`config.mk`:
```
export PLATFORM = sky130hd
export DESIGN_NAME = dlf_op_sequencer
export DESIGN_NICKNAME = d
export VERILOG_FILES = /design/src/rtl/dlf_op_sequencer.sv
export SDC_FILE = /design/constraint.sdc
export NUM_CORES = 1
export LEC_CHECK = 0
export CAP_MARGIN = 15
export CORE_MARGIN = 2
export CORE_UTILIZATION = 38
export DETAILED_ROUTE_END_ITERATION = 12
export PLACE_DENSITY = 0.82
export SLEW_MARGIN = 30
export SYNTH_ARGS = -nofsm -noshare
export SYNTH_HDL_FRONTEND = slang
export SYNTH_SLANG_ARGS = --single-unit
```
`constraint.sdc`:
```
create_clock -name clk -period 1.97 [get_ports clk]
set_input_delay 0.394 -clock clk [delete_from_list [all_inputs] [get_ports clk]]
set_output_delay 0.394 -clock clk [all_outputs]
set_load 0.05 [all_outputs]
```
`src/rtl/dlf_op_sequencer.sv`:
```
// DL-Float cluster op sequencer: one op in flight, start/done/capture.
// Optional WAIT watchdog enabled by defining DLF_SEQ_TIMEOUT_EN.
module dlf_op_sequencer #(
  parameter int            W         = 16,
  parameter int            TO_CYCLES = 64,
  parameter logic [W-1:0]  TO_VALUE  = 16'hFFFF
) (
  input  logic         clk,
  input  logic         reset,
  input  logic         in_valid,
  output logic         in_ready,
  input  logic [2:0]   in_op,
  input  logic [W-1:0] in_a,
  input  logic [W-1:0] in_b,
  input  logic [W-1:0] in_c,
  output logic [W-1:0] op_a,
  output logic [W-1:0] op_b,
  output logic [W-1:0] op_c,
  output logic [7:0]   unit_start,
  input  logic [7:0]   unit_done,
  output logic [2:0]   mux_sel,
  input  logic [W-1:0] mux_data,
  output logic         out_valid,
  input  logic         out_ready,
  output logic [W-1:0] out_data,
  output logic [2:0]   out_op,
  output logic         busy,
  output logic         out_err
);

  localparam logic [2:0] ST_IDLE    = 3'd0;
  localparam logic [2:0] ST_ISSUE   = 3'd1;
  localparam logic [2:0] ST_WAIT    = 3'd2;
  localparam logic [2:0] ST_CAPTURE = 3'd3;
  localparam logic [2:0] ST_HOLD    = 3'd4;

  logic [2:0] state;
  logic [2:0] op_q;

`ifdef DLF_SEQ_TIMEOUT_EN
  localparam int CW = $clog2(TO_CYCLES + 1);
  logic [CW-1:0] cnt;
  logic          err_q;
  assign out_err = err_q;
`else
  logic unused_cfg;
  assign unused_cfg = ^{TO_VALUE, (TO_CYCLES == 0)};
  assign out_err = 1'b0;
`endif

  assign in_ready  = (state == ST_IDLE);
  assign out_valid = (state == ST_HOLD);
  assign busy      = (state != ST_IDLE);

  // One-hot start pulse for the latched opcode, only in ISSUE
  always_comb begin
    unit_start = '0;
    if (state == ST_ISSUE) begin
      unit_start[op_q] = 1'b1;
    end
  end

  // Sequencer FSM with operand, select and result registers
  always_ff @(posedge clk) begin
    if (reset) begin
      state    <= ST_IDLE;
      op_q     <= '0;
      op_a     <= '0;
      op_b     <= '0;
      op_c     <= '0;
      mux_sel  <= '0;
      out_data <= '0;
      out_op   <= '0;
`ifdef DLF_SEQ_TIMEOUT_EN
      cnt      <= '0;
      err_q    <= 1'b0;
`endif
    end else begin
      case (state)
        ST_IDLE: begin
          if (in_valid) begin
            op_q    <= in_op;
            op_a    <= in_a;
            op_b    <= in_b;
            op_c    <= in_c;
            mux_sel <= in_op;
            state   <= ST_ISSUE;
          end
        end
        ST_ISSUE: begin
          state <= ST_WAIT;
`ifdef DLF_SEQ_TIMEOUT_EN
          cnt   <= '0;
`endif
        end
        ST_WAIT: begin
          if (unit_done[op_q]) begin
            state <= ST_CAPTURE;
          end
`ifdef DLF_SEQ_TIMEOUT_EN
          else if (cnt == CW'(TO_CYCLES - 1)) begin
            out_data <= TO_VALUE;
            out_op   <= op_q;
            err_q    <= 1'b1;
            state    <= ST_HOLD;
          end else begin
            cnt <= cnt + 1'b1;
          end
`endif
        end
        ST_CAPTURE: begin
          out_data <= mux_data;
          out_op   <= op_q;
`ifdef DLF_SEQ_TIMEOUT_EN
          err_q    <= 1'b0;
`endif
          state    <= ST_HOLD;
        end
        ST_HOLD: begin
          if (out_ready) begin
            state <= ST_IDLE;
          end
        end
        default: state <= ST_IDLE;
      endcase
    end
  end

endmodule
```
Yosys cells after proc, flatten, opt, wreduce, memory -nomap -nowiden

Index checks and enable logic that the tools add are counted.

Bits in registers: 73
Input port bits: 79
Output and inout bits: 82
Logic and storage cells: 30

$lt $le $gt $ge: 2
Equality and inequality tests: 7
Muxes and demuxes: 9
Reduce and logical (&&, ||, !) cells: 5

Operators with widths:

| operator           | number |
|---|---|
| $pmux 3 s5         | 1 |
| $mux 3             | 3 |
| $mux 8             | 1 |
| $eq 3x2->1 const B | 2 |
| $lt 3x4->1 const B | 1 |
| $ne 2x2->1 const B | 2 |
| $bmux 1 s3         | 1 |
| $demux 1 s3        | 1 |
| $eq 3x1->1 const B | 1 |
| $eq 3x3->1 const B | 1 |
| $ge 3x1->1 const B | 1 |
| $logic_not 3->1    | 1 |
| $reduce_and 3->1   | 1 |
| $reduce_bool 3->1  | 1 |
| $mux 1             | 2 |
| $ne 2x1->1 const B | 1 |
| $reduce_and 2->1   | 1 |
| $logic_and 1x1->1  | 1 |

Longest topological paths before layout

Gate-level depths: netlist of the first run.

Depth after elaboration: 5
Gate-level depth with buffers: 6
Depth with buffers taken out: 3

Worst setup path before layout of the first run

No wires, ideal clock.

Path kind: register -> output
From: reg op_q[0]
To: out unit_start[1]
Arrival: 2.518 ns
Data required time: 1.576 ns
Slack: -0.942 ns
Stages on the path, launching flop included: 4
Buffers on the path: 1
Path through: dfxtp_1 > buf_2 > or4bb_2 > nor3_1

Word-level cells in the longest chain between the ends: 5
Elaborated cells between the ends (all ways): 6
Classes of those cells: order compare (2); mux (3); reduce/logical (1)

Ends and longest elaborated chain:

| element                                                        | line | text |
|---|---|---|
| from (decl)                                                    | 38   | `logic [2:0] op_q;` |
| from (signal assigned)                                         | 82   | `op_q <= in_op;` |
| $lt 3x4->1 (implied by the code) or $ge 3x1->1 (tied branches) | 59   | `unit_start[op_q] = 1'b1;` |
| $logic_and 1x1->1 (implied by the code)                        | 59   |  |
| $mux 1 (implied by the code)                                   | 59   |  |
| $demux 1 s3 *                                                  | 59   |  |
| $mux 8 *                                                       | 58   | `if (state == ST_ISSUE) begin` |
| to (decl)                                                      | 19   | `output logic [7:0] unit_start,` |

Mark *: on every way between the ends. The rest lies on a longest branch, timed or not.

Worst setup path after layout of the first run

From: reg state[1]
To: out unit_start[0]

Word-level cells in the longest chain between the ends: 2

Ends and longest elaborated chain:

| element                | line | text |
|---|---|---|
| from (decl)            | 37   | `logic [2:0] state;` |
| from (signal assigned) | 66   | `state <= ST_IDLE;` |
| from (signal assigned) | 87   | `state <= ST_ISSUE;` |
| from (signal assigned) | 91   | `state <= ST_WAIT;` |
| $eq 3x1->1             | 58   |  |
| $mux 8                 | 58   |  |

Every way passes these cells.

==> impl_metrics.tcl, run 1 <==
set metrics [dict create \
    fin_nets 580 \
    fin_cells 605 \
    die_area_sq_um 8120 \
    max-vdd-ir-drop_uv 562.5 \
    grt_util_met2_pct 35.28 \
    rows 31 \
    stdcell_area_sq_um 4788 \
    period_share_pct 102.3 \
    vias 2810 \
    netlist.area_leader.share_pct 51.87 \
    reg2reg_from "state[2]" \
    syn2layout_area_growth_pct 69.94 \
    layout-drive-gt1-share_pct 12.85 \
    crit_type "flop to output port" \
    ys_ff_latch 73 \
    syn-cell-area_sq_um 2818 \
    whs_endpoint "out_op[2]" \
    grt_pass1_vias 2800 \
    nFillCells 617 \
    critPathRequiredTime_ns 1.58 \
    final_antenna_net_count 0 \
    synthesis.instances 350 \
    drc 0 \
    gr-usage-met1_pct 23.12 \
    synth_common_cells "nand2_1 (141), dfxtp_1 (73), a21oi_1 (71)" \
    place_ws_ns 0.06510 \
    synth-edff-count 0 \
    grt_pass1_wl_um 13380 \
    drv_cap 0 \
    hold_path_class "flop to flop" \
    yosysMostFrequentCell "nand2_1" \
    clock.fmax_ghz 0.4962 \
    path_buf_inv 1 \
    grt_busiest_layer "met2" \
    yosys_warnings 0 \
    syn-num-nets 429 \
    placedCellCount 589 \
    dpl_cell_area_sq_um 4612 \
    p_sw_share_pct 35.66 \
    p_clk_share_pct 25.3 \
    portBuffers 159 \
    cts_max_path_buffers 2 \
    min_period_ns 2.015 \
    num_io_pins 161 \
    post_drt_via_cell_ratio 4.645 \
    ys_seq_area_share_pct 51.87 \
    drtPass1Iterations 4 \
    path_delay_family "simple AND/OR/NAND/NOR gates" \
    fin_ws_ns -0.04543 \
    cts_tree "yes" \
    grt_use_total_pct 20.02 \
    switchingPower_w 0.001426 \
    grt.overflow.total 0 \
    wl_per_cell_um 13.27 \
    dp_hpwl_um 5947 \
    yosys_most_used_dff "dfxtp_1" \
    cts_sinks 73 \
    synth.avg_cell_area_sq_um 8.051 \
    clk_pin_slew_ns 0.07 \
    antenna_found_initial 0 \
    setup_viol 3 \
    endpoint_kind "output port" \
    holdWs_ns 0.4531 \
    rsz0062_at_grt "yes" \
    final-hold-violation-count 0 \
    seqPwrFrac_pct 41.6 \
    ys_types 31 \
    cts_root_buffer "clkbuf_8" \
    slew_viol_final 0 \
    start_util_pct 39.06 \
    critical_path.max_fanout 4 \
    worst-r2r-cell-count 5 \
    slowest_stage "or4b_4" \
    comb_power_share_pct 33.2 \
    path_cells "or4b_4, nor3_4, buf_12" \
    grt_max_degree 52 \
    fp.coreArea_sq_um 7214 \
    p_leak_nw 1.727 \
    cts_buffers 9 \
    slew_headroom_pct 65.05 \
    die_y_um 90.11 \
    hold_depth 2 \
    power.density_nw_per_um2 835.5 \
    clk_latency_ns 0.33 \
    async_flop_share_pct 0 \
    gp_congestion 0.7395 \
    multiInputGateArea_sq_um 1226 \
    n_antenna_cell 0 \
    p_int_w 0.002574 \
    grt_use_met3_pct 5.784 \
    rr_endpoint "op_c[8]" \
    worstSetupStartpointType "flop" \
    critPathMaxStageDelay_ns 0.61 \
    routed_wl_um 8031 \
    synth_top_area_cell "dfxtp_1" \
    finish.utilization_pct 66.37 \
    hold_start "out_op[2]" \
    htree_levels 3 \
    ff2ff_setup_slack_ns 0.41 \
    crit_arrival_ns 1.62 \
    failed_checks "negative setup slack" \
    status "finished with violations" \
    worst_pin_slew_ns 0.5226 \
    regArea_sq_um 1468 \
    drt_iter0_drc 90 \
    die_w_um 90.11 \
    synth_area_leaders "dfxtp_1 (52%), nand2_1 (19%), a21oi_1 (13%)" \
    finClkSkew_ns 0.009968 \
]
## power groups by stage
stage	Combinational (W)	Sequential, W	Clock [W]
floorplan	0.000488	0.00206	0
finish	0.00133	0.00166	0.00101
CTS	0.00134	0.00166	0.00104
detailed placement	0.00133	0.00170	0
global placement	0.00131	0.00169	0
global route	0.00141	0.00168	0.00113
## placed cells by master, fill, tap and decap left out, types with 2 or more instances in the layout
cell type and n:
dfxtp_2 2, mux2_2 3, dfxtp_1 70, clkbuf_8 9, buf_12 13, a21oi_1 71, nor3_4 2, nand2b_1 3
nand2_1 141, buf_4 12, nor2_4 6, clkinv_2 3, clkdlybuf4s50_1 144, or4b_4 2, nor2b_1 2, clkinv_4 2
## what timing repair did
action	CTS	global route
cloned	0	0
hold buffers	0	0
resized for setup	2	2
setup endpoints to repair	9	10
buffers inserted	0	0
pin swaps	8	2
## registers in the layout, summed over array words and instances, names as in the netlist
register,count
op_a,16
op_b,16
op_c,16
op_q,3
out_data,16
out_op,3
state,3
## stage by stage
step           setup TNS (ns)  total power (W)
2_1_floorplan        -0.05778         0.002546
3_3_place_gp                0         0.002999
3_5_place_dp                0         0.003027
4_1_cts               -0.1894         0.004043
5_1_grt               -0.4230         0.004212
6_report             -0.08937         0.004001
## routing by layer
layer  share of wire (%)  vias to the layer above
met5                   0                        -
met4                 1.6                        0
li1                    -                     1430
met3                 6.4                       14
met2                  50                       98
met1                  42                     1268
## worst min-delay path, stage by stage, from the launching register on
cell,delay (ns)
dfxtp_1,0.31
nand2_1,0.05
a21oi_1,0.05
## final cells by class
| cell class | count | share of cell area [%] |
|---|---|---|
| clock inverters | 7 | 0.9668 |
| inverters | 1 | 0.07839 |
| well taps | 99 | 2.587 |
| multi-input cells | 246 | 25.61 |
| repair buffers | 170 | 37.52 |
| clock buffers | 9 | 2.587 |
| flip-flops and latches | 73 | 30.65 |
## worst max-delay path by stage
stage                   from             to  slack [ns]  depth (start not counted)
global placement    in_valid        op_c[2]        0.10                          5
CTS                 state[1]  unit_start[0]       -0.07                          3
floorplan            op_q[0]  unit_start[0]       -0.05                          3
finish              state[1]  unit_start[0]       -0.05                          3
detailed placement  in_valid        op_c[8]        0.07                          5
global route        state[1]  unit_start[0]       -0.10                          3
## logic make-up (layout without fill, tap and decap cells)
kind of cell / count (synthesis) / count (layout) / synth area share (%)
flip-flops: 73 / 73 / 51.86
multiplexers: 4 / 4 / 1.554
other: 1 / 1 / 0.1331
buffers and inverters: 31 / 187 / 7.548
AO/OA/AOI/OAI: 73 / 73 / 13.19
AND/OR/NAND/NOR: 167 / 167 / 25.40
XOR/XNOR: 1 / 1 / 0.3109
Power figures use the tool's default switching activity.
==> run 2, diff against run 1 <==
--- a/config.mk
+++ b/config.mk
@@ -5,12 +5,12 @@
 export SDC_FILE = /design/constraint.sdc
 export NUM_CORES = 1
 export LEC_CHECK = 0
+export ABC_AREA = 1
 export CAP_MARGIN = 15
 export CORE_MARGIN = 2
 export CORE_UTILIZATION = 38
 export DETAILED_ROUTE_END_ITERATION = 12
-export PLACE_DENSITY = 0.82
-export SLEW_MARGIN = 30
+export PLACE_DENSITY = 0.81
 export SYNTH_ARGS = -nofsm -noshare
 export SYNTH_HDL_FRONTEND = slang
 export SYNTH_SLANG_ARGS = --single-unit
==> impl_metrics.tcl, run 2 <==
set metrics [dict create \
    num_io_pins 161 \
    syn-num-nets 454 \
    cts_tree "yes" \
    status "finished, final reports clean" \
    clock.fmax_ghz 0.5296 \
    grt.overflow.total 0 \
    power.density_nw_per_um2 986.9 \
    slew_headroom_pct 62.80 \
    yosysMostFrequentCell "nand2_1" \
    crit_arrival_ns 1.49 \
    fin_nets 603 \
    synth_top_family_by_area "simple AND/OR/NAND/NOR gates" \
    synth-xor-area-share_pct 0 \
    final_cell_mix "clkdlybuf4s50_1 (142), nand2_1 (95), dfxtp_1 (73)" \
    synth.area.mux_share_pct 0 \
    final_common_cell "clkdlybuf4s50_1" \
    ys_seq_area_share_pct 50.52 \
    fin_ws_ns 0.08183 \
    synth-compound-area-share_pct 14.23 \
    netlist.area_leader.share_pct 50.52 \
    die_w_um 91.25 \
    htree_levels 3 \
    wl_per_cell_um 13.48 \
    worstSetupStartpointType "flop" \
    p_sw_share_pct 35.56 \
    final-hold-violation-count 0 \
    clk_pin_slew_ns 0.07 \
    seqPwrFrac_pct 35.6 \
    vias 2972 \
    finish.utilization_pct 66.36 \
    p_clk_share_pct 29.5 \
    p_int_w 0.003094 \
    portBuffers 159 \
    synth-edff-count 0 \
    critical_path.max_fanout 2 \
    routed_wl_um 8463 \
    fp.coreArea_sq_um 7331 \
    rr_endpoint "op_q[2]" \
    nFillCells 618 \
    grt_pass1_wl_um 13630 \
    critPathMaxStageDelay_ns 0.84 \
    place_ws_ns 0.2004 \
    drtPass1Iterations 4 \
    yosys_warnings 0 \
    period_share_pct 95.85 \
    async_flop_share_pct 0 \
    syn2layout_area_growth_pct 68.17 \
    finClkSkew_ns 0.008052 \
    hold_depth 2 \
    grt_max_degree 55 \
    synthesis.instances 375 \
    reg2reg_from "state[2]" \
    worst-r2r-cell-count 6 \
    comb_power_share_pct 34.9 \
    path_buf_inv 1 \
    hold_buffers 0 \
    path_cells "clkdlybuf4s50_1" \
    ys_types 22 \
    holdWs_ns 0.4311 \
    antenna_found_initial 0 \
    critPathRequiredTime_ns 1.58 \
    fin_setup_tns_ns 0 \
    cts_buffers 9 \
    dp_hpwl_um 6171 \
    fin_cells 628 \
    grt_pass1_vias 2899 \
    clk_latency_ns 0.32 \
    slowest_stage "clkdlybuf4s50_1" \
    max-vdd-ir-drop_uv 599.7 \
    path_delay_family "buffers and inverters" \
    synth_common_cells "nand2_1 (97), dfxtp_1 (73), a21oi_1 (64)" \
    drv_cap 0 \
    gp_congestion 0.7541 \
    layout-drive-gt1-share_pct 11.53 \
    hold_path_class "input port to flop" \
    grt_use_total_pct 20.04 \
    ys_ff_latch 73 \
    yosys_most_used_dff "dfxtp_1" \
    synth_simple_gate_area_share_pct 26.73 \
    slew_viol_final 0 \
    final_antenna_net_count 0 \
    placedCellCount 612 \
    postCtsSetupBuffers 0 \
    endpoint_kind "output port" \
    rows 31 \
    synth_area_leaders "dfxtp_1 (51%), nand2_1 (13%), a21oi_1 (11%)" \
    die_area_sq_um 8327 \
    cts_max_path_buffers 2 \
    synth_fa_ha_area_share_pct 0 \
    synth.avg_cell_area_sq_um 7.714 \
    ff2ff_setup_slack_ns 0.39 \
    drc 0 \
    worst_pin_slew_ns 0.5562 \
    post_drt_via_cell_ratio 4.732 \
    hold_start "reset" \
    syn-cell-area_sq_um 2893 \
    start_util_pct 39.46 \
    p_leak_nw 1.853 \
    synth_top_area_cell "dfxtp_1" \
    drt_iter0_drc 105 \
    switchingPower_w 0.001707 \
    cts_sinks 73 \
    min_period_ns 1.888 \
    setup_viol 0 \
    die_y_um 91.25 \
    crit_type "flop to output port" \
    whs_endpoint "state[2]" \
    n_antenna_cell 0 \
    cts_root_buffer "clkbuf_8" \
]
run 2: cell types whose count changed in the layout (fill, tap and decap cells not counted), moves of 4 or more:
cell      change
nand2_1      -46
inv_1        +19
a211oi_2      +4
a21oi_1       -7
nand3_1      +52
buf_12        -4
nor2_2        +8
nor2_4        -6
nor2_1       +15
run 2: cell type report:
| type | count | area, sq um | share of cell area [%] |
|---|---|---|---|
| Timing Repair Buffer | 167 | 1728 | 35.52 |
| Clock inverter | 5 | 102.6 | 2.109 |
| Inverter | 22 | 82.58 | 1.698 |
| Sequential cell | 73 | 1461 | 30.04 |
| Tap cell | 99 | 123.9 | 2.546 |
| Clock buffer | 11 | 141.4 | 2.906 |
| Multi-Input combinational cell | 251 | 1225 | 25.18 |
run 2: routing by layer:
| metal | GRT usage, % | part of all wire (%) |
|---|---|---|
| met2 | 34.88 | 51 |
| met5 | 0 | 0 |
| met3 | 6.141 | 5.6 |
| met4 | 5.429 | 1.7 |
| met1 | 23.88 | 42 |
run 2: repair_timing:
action,in CTS,in global routing
resized for setup,3,8
pin swaps,1,1
endpoints found under the setup margin,9,10
run 2: worst max path at each step:
stage,start,end,cells after the start
after floorplan,op_q[1],unit_start[2],4
after global placement,state[1],unit_start[3],4
after detailed placement,state[1],unit_start[2],4
after CTS,state[0],unit_start[3],5
after global routing,state[1],unit_start[0],4
final,op_c[2],op_c[2],1
run 2: per-stage QoR:
step	instance area (sq um)	power, W
final	4865	0.004801
after global routing	4865	0.005019
after CTS	4841	0.004831
after detailed placement	4591	0.003414
after global placement	4591	0.003385
after floorplan	2903	0.002812
run 2: cell families (layout without fill, tap and decap cells):
group                  Yosys count  after routing
other                            1              1
flip-flops                      73             73
AND/OR/NAND/NOR                178            178
buffers and inverters           51            205
AO/OA/AOI/OAI                   72             72
run 2: power groups by stage:
stage	Clock [W]	Sequential [W]	Combinational [W]
2_1_floorplan	0	0.00219	0.000618
3_3_place_gp	0	0.00173	0.00165
3_5_place_dp	0	0.00174	0.00167
4_1_cts	0.00144	0.00171	0.00168
5_1_grt	0.00151	0.00173	0.00178
6_report	0.00142	0.00171	0.00167
